### src/rtl/control_sequencer.sv
// Microcode sequencer for the 8-bit processor: six-state T-cycle ring plus HALT,
// decoding the IR opcode into load/enable strobes for every bus-attached block.
module control_sequencer #(
    parameter logic [3:0] OP_LDA = 4'h0,
    parameter logic [3:0] OP_ADD = 4'h1,
    parameter logic [3:0] OP_SUB = 4'h2,
    parameter logic [3:0] OP_OUT = 4'hE,
    parameter logic [3:0] OP_HLT = 4'hF
) (
    input  logic       clk,
    input  logic       clr,
    input  logic       run,
    input  logic [3:0] opcode,
    output logic [2:0] t_state,
    output logic       halted,
    output logic       pc_en,
    output logic       pc_inc,
    output logic       mar_load,
    output logic       ram_en,
    output logic       ir_load,
    output logic       ir_en,
    output logic       a_load,
    output logic       a_en,
    output logic       b_load,
    output logic       alu_en,
    output logic       alu_sub,
    output logic       out_load
);

    localparam int unsigned STATE_W = 3;

    typedef enum logic [STATE_W-1:0] {
        ST_T1   = 3'd0,
        ST_T2   = 3'd1,
        ST_T3   = 3'd2,
        ST_T4   = 3'd3,
        ST_T5   = 3'd4,
        ST_T6   = 3'd5,
        ST_HALT = 3'd7
    } state_t;

    state_t state_q, state_d;
    logic   halted_q, halted_d;

    logic is_lda, is_add, is_sub, is_out, is_arith;

    always_comb begin
        is_lda   = (opcode == OP_LDA);
        is_add   = (opcode == OP_ADD);
        is_sub   = (opcode == OP_SUB);
        is_out   = (opcode == OP_OUT);
        is_arith = is_add | is_sub;
    end

    // Next-state: ring advances only while run is high; HALT is absorbing.
    always_comb begin
        state_d  = state_q;
        halted_d = halted_q;
        if (run) begin
            case (state_q)
                ST_T1:   state_d = ST_T2;
                ST_T2:   state_d = ST_T3;
                ST_T3:   state_d = ST_T4;
                ST_T4:   state_d = (opcode == OP_HLT) ? ST_HALT : ST_T5;
                ST_T5:   state_d = ST_T6;
                ST_T6:   state_d = ST_T1;
                ST_HALT: state_d = ST_HALT;
                default: state_d = ST_T1;
            endcase
        end
        halted_d = (state_d == ST_HALT);
    end

    always_ff @(posedge clk) begin
        if (clr) begin
            state_q  <= ST_T1;
            halted_q <= 1'b0;
        end else begin
            state_q  <= state_d;
            halted_q <= halted_d;
        end
    end

    // Strobes decode from the registered state (and IR opcode in T4-T6), gated by run.
    always_comb begin
        pc_en    = 1'b0;
        pc_inc   = 1'b0;
        mar_load = 1'b0;
        ram_en   = 1'b0;
        ir_load  = 1'b0;
        ir_en    = 1'b0;
        a_load   = 1'b0;
        a_en     = 1'b0;
        b_load   = 1'b0;
        alu_en   = 1'b0;
        alu_sub  = 1'b0;
        out_load = 1'b0;
        if (run) begin
            case (state_q)
                ST_T1: begin
                    pc_en    = 1'b1;
                    mar_load = 1'b1;
                end
                ST_T2: begin
                    pc_inc = 1'b1;
                end
                ST_T3: begin
                    ram_en  = 1'b1;
                    ir_load = 1'b1;
                end
                ST_T4: begin
                    if (is_lda || is_arith) begin
                        ir_en    = 1'b1;
                        mar_load = 1'b1;
                    end else if (is_out) begin
                        a_en     = 1'b1;
                        out_load = 1'b1;
                    end
                end
                ST_T5: begin
                    if (is_lda) begin
                        ram_en = 1'b1;
                        a_load = 1'b1;
                    end else if (is_arith) begin
                        ram_en = 1'b1;
                        b_load = 1'b1;
                    end
                end
                ST_T6: begin
                    if (is_arith) begin
                        alu_en  = 1'b1;
                        a_load  = 1'b1;
                        alu_sub = is_sub;
                    end
                end
                default: ;
            endcase
        end
    end

    assign t_state = STATE_W'(state_q);
    assign halted  = halted_q;

endmodule

### config.mk
export PLATFORM = sky130hd
export DESIGN_NAME = control_sequencer
export DESIGN_NICKNAME = d
export VERILOG_FILES = /design/src/rtl/control_sequencer.sv
export SDC_FILE = /design/constraint.sdc
export NUM_CORES = 1
export LEC_CHECK = 0
export ABC_CLOCK_PERIOD_IN_PS = 3600
export CAP_MARGIN = 20
export CELL_PAD_IN_SITES_DETAIL_PLACEMENT = 0
export CELL_PAD_IN_SITES_GLOBAL_PLACEMENT = 2
export CORE_MARGIN = 3
export CORE_UTILIZATION = 18
export DETAILED_ROUTE_END_ITERATION = 8
export PLACE_DENSITY_LB_ADDON = 0.1
export SETUP_SLACK_MARGIN = 0.1
export SLEW_MARGIN = 30
export SYNTH_ARGS = -nofsm -noshare
export SYNTH_HDL_FRONTEND = slang
export SYNTH_SLANG_ARGS = --single-unit
### constraint.sdc
create_clock -name clk -period 3.6 [get_ports clk]
set_input_delay 0.36 -clock clk [delete_from_list [all_inputs] [get_ports clk]]
set_output_delay 0.36 -clock clk [all_outputs]
set_load 0.03 [all_outputs]
==> impl_metrics.csv <==
group,metric,value,unit
synth,yosysSeqAreaShare,21.5,%
pwr,pwr-share-seq,34.1,%
die,rows,15,
critical_path,critPathSlowestCell,"clkdlybuf4s50_1",
job,maxCapViolCount,0,
critical_path,path_cells,"clkdlybuf4s50_1 -> nand2_2 -> or4_4 -> nor3_1 -> clkdlybuf4s50_1",
clocking,clkSinkCount,4,
sta,max-slew-margin-rel,65.8,%
pwr,p_comb_share,32.1,%
final_layout,drive_gt1_share,11.1,%
synth,yosys_warnings,0,
synth,netlist_area,372,µm²
critical_path,reg2reg_from,"t_state[0]",
pwr,p_int,107,µW
critical_path,crit_path_max_incr_delay,0.69,ns
pwr,p_switching,49.4,µW
pwr,p_leak,0.195,nW
clocking,cts_root_buf,"clkbuf_4",
sta,setup_tns,0,ns
sta,fin_ws,0.822,ns
critical_path,worstPathArrival,2.42,ns
sta,whs,0.590,ns
pwr,power,157,µW
clocking,post_cts_buffers,0,
sta,rsz0062_at_grt,"no",
final_layout,final_util,33.7,%
worst_hold_path,min_path_cells,2,
die,io_pins,23,
critical_path,worstPathRequired,3.24,ns
critical_path,criticalPathCategory,"input port to output pin",
place,hpwlAfterDp,828,µm
synth,ys_ff_latch,4,
die,die_area,2650,µm²
status,outcome,"finished, final reports clean",
global_route,grt_pass1_wl,1810,µm
die,core_area,1840,µm²
global_route,grt_usage,8.69,%
clocking,clk_latency,0.23,ns
final_layout,area_growth,67.0,%
detailed_routing,viasPerCell,4.46,
pwr,pwr-share-clk,33.8,%
synth,yosysUniqueCellTypes,31,
worst_hold_path,worstHoldStart,"t_state[2]",
sta,hold_violations,0,
critical_path,rr_endpoint,"t_state[1]",
global_route,antenna_found_initial,0,
clocking,clk_pin_slew_worst_paths,0.04,ns
die,dieHeight,51.4,µm
synth,syn_nets,59,
critical_path,startpoint_type,"input port",
clocking,cts_buffers,3,
critical_path,crit_top_cell,"clkdlybuf4s50_1",
sta,skew,0.00329,ns
clocking,cts_tree,"done",
sta,period_share,77.2,%
place,port-buffer-count,22,
die,die_w,51.4,µm
sta,fmax,360,MHz
global_route,grt_pass1_vias,411,
place,routabilityCongestion,0.732,
final_layout,final_nets,81,
worst_hold_path,min_path_type,"flop to flop",
clocking,hold_buffers,0,
critical_path,reg2reg_depth,3,
pwr,peakVddDrop,0.161,mV
detailed_routing,routed_wl,1080,µm
worst_hold_path,whs_endpoint,"t_state[2]",
detailed_routing,firstDrtPassIters,2,
global_route,grt_max_degree,17,
critical_path,ff2ff_setup_slack,2.30,ns
detailed_routing,drt.antenna.violating_nets,0,
sta,min_period,2.78,ns
final_layout,fillers,217,
sta,finalMaxSlewViolations,0,
pwr,power_switching_share,31.5,%
global_route,grt_overflow,0,
place,pre_cts_slack,0.817,ns
die,initial_core_util,20.2,%
final_layout,num_antenna_cells,0,
pwr,p_per_area,253,nW/µm²
critical_path,critPathMaxFanout,9,
clocking,cts_resized,0,
detailed_routing,drc,0,
detailed_routing,routedWlPerCell,11.1,µm
sta,setup_viol,0,
clocking,clk_path_buf_depth,2,
detailed_routing,vias,433,
critical_path,endpoint_kind,"output pin",
sta,worst_pin_slew,0.513,ns
clocking,htreeDepth,1,
synth,syn_inst,52,
detailed_routing,drtIter0Drc,2,
synth,syn_area_per_cell,7.15,µm²
[through the flow]
step / instance area [µm²] / std cells
CTS: 621 / 97
floorplan: 372 / 52
global route: 621 / 97
finish: 621 / 97
detailed placement: 598 / 94
global placement: 598 / 94
[flip-flops by register name, summed over array words and instances (netlist names)]
name     count
t_state      3
halted       1
[cell type report]
type | count | area [µm²] | area share (%)
Tap cell | 25 | 31.3 | 5.04
Clock buffer | 3 | 22.5 | 3.63
Sequential cell | 4 | 80.1 | 12.9
Inverter | 2 | 7.51 | 1.21
Timing Repair Buffer | 22 | 220 | 35.5
Multi-Input combinational cell | 41 | 259 | 41.7
[synthesized netlist by cell type (all sizes together)]
library cell  instances  area, µm²
a21oi                 5       25.0
nand2                 5       21.3
nor3                  5       25.0
dfxtp                 4       80.1
buf                   3       17.5
clkbuf                2       7.51
inv                   2       7.51
nand3                 2       10.0
nor2                  2       7.51
nor2b                 2       12.5
nor3b                 2       15.0
nor4                  2       18.8
o21ai                 2       10.0
a211oi                1       7.51
a311oi                1       8.76
and2b                 1       7.51
and4                  1       8.76
nand2b                1       6.26
nand3b                1       7.51
nand4b                1       8.76
o21a                  1       7.51
o21ba                 1       10.0
o22ai                 1       6.26
or2                   1       6.26
or4                   1       11.3
xnor2                 1       8.76
xor2                  1       8.76
[per-layer routing]
metal  vias up  wire length [µm]  GRT usage (%)
li1        228                 -              -
met1       190               557           12.3
met2        15               465           12.9
met3         0                52          0.292
met4         0                 0           5.24
met5         -                 0              0
[cells in the final DEF, fill, tap and decap left out, drive strengths merged]
master,netlist,final
or2,1,1
nand2,5,5
xnor2,1,1
and4,1,1
nor3,5,5
or4,1,1
nor2,2,2
xor2,1,1
nand3b,1,1
clkbuf,2,3
clkdlybuf4s50,0,22
nand3,2,2
nand4b,1,1
a21oi,5,5
a211oi,1,1
o21a,1,1
o21ba,1,1
nor2b,2,2
nor4,2,2
and2b,1,1
dfxtp,4,4
inv,2,2
a311oi,1,1
nand2b,1,1
nor3b,2,2
o21ai,2,2
o22ai,1,1
[worst max-delay path, delay by kind of cell]
| family | cells | cell delay [ns] |
|---|---|---|
| buf+inv | 2 | 1.33 |
| simple gates | 3 | 0.71 |
[worst max-delay path by stage]
stage | slack [ns] | to | start | cells after the start
finish | 0.82 | alu_en | run | 5
global route | 0.70 | out_load | run | 4
CTS | 0.81 | alu_en | run | 5
detailed placement | 0.82 | alu_en | run | 5
global placement | 0.81 | alu_sub | run | 5
floorplan | 1.10 | out_load | t_state[0] | 3
[cells by family (layout without fill, tap and decap cells)]
family / count (synthesis) / after routing / synth area share [%]
XOR/XNOR: 2 / 2 / 4.71
AND/OR/NAND/NOR: 27 / 27 / 44.8
AO/OA/AOI/OAI: 12 / 12 / 20.2
flip-flops: 4 / 4 / 21.5
buffers and inverters: 7 / 27 / 8.76
[power groups by stage]
stage,sequential [mW],combinational (mW),clock [mW]
final,0.0535,0.0504,0.0530
after global routing,0.0545,0.0547,0.0585
after CTS,0.0535,0.0510,0.0571
after detailed placement,0.0542,0.0508,0
after global placement,0.0542,0.0515,0
after floorplan,0.0533,0.0296,0
Note: power is estimated with default switching activity, not from simulation.
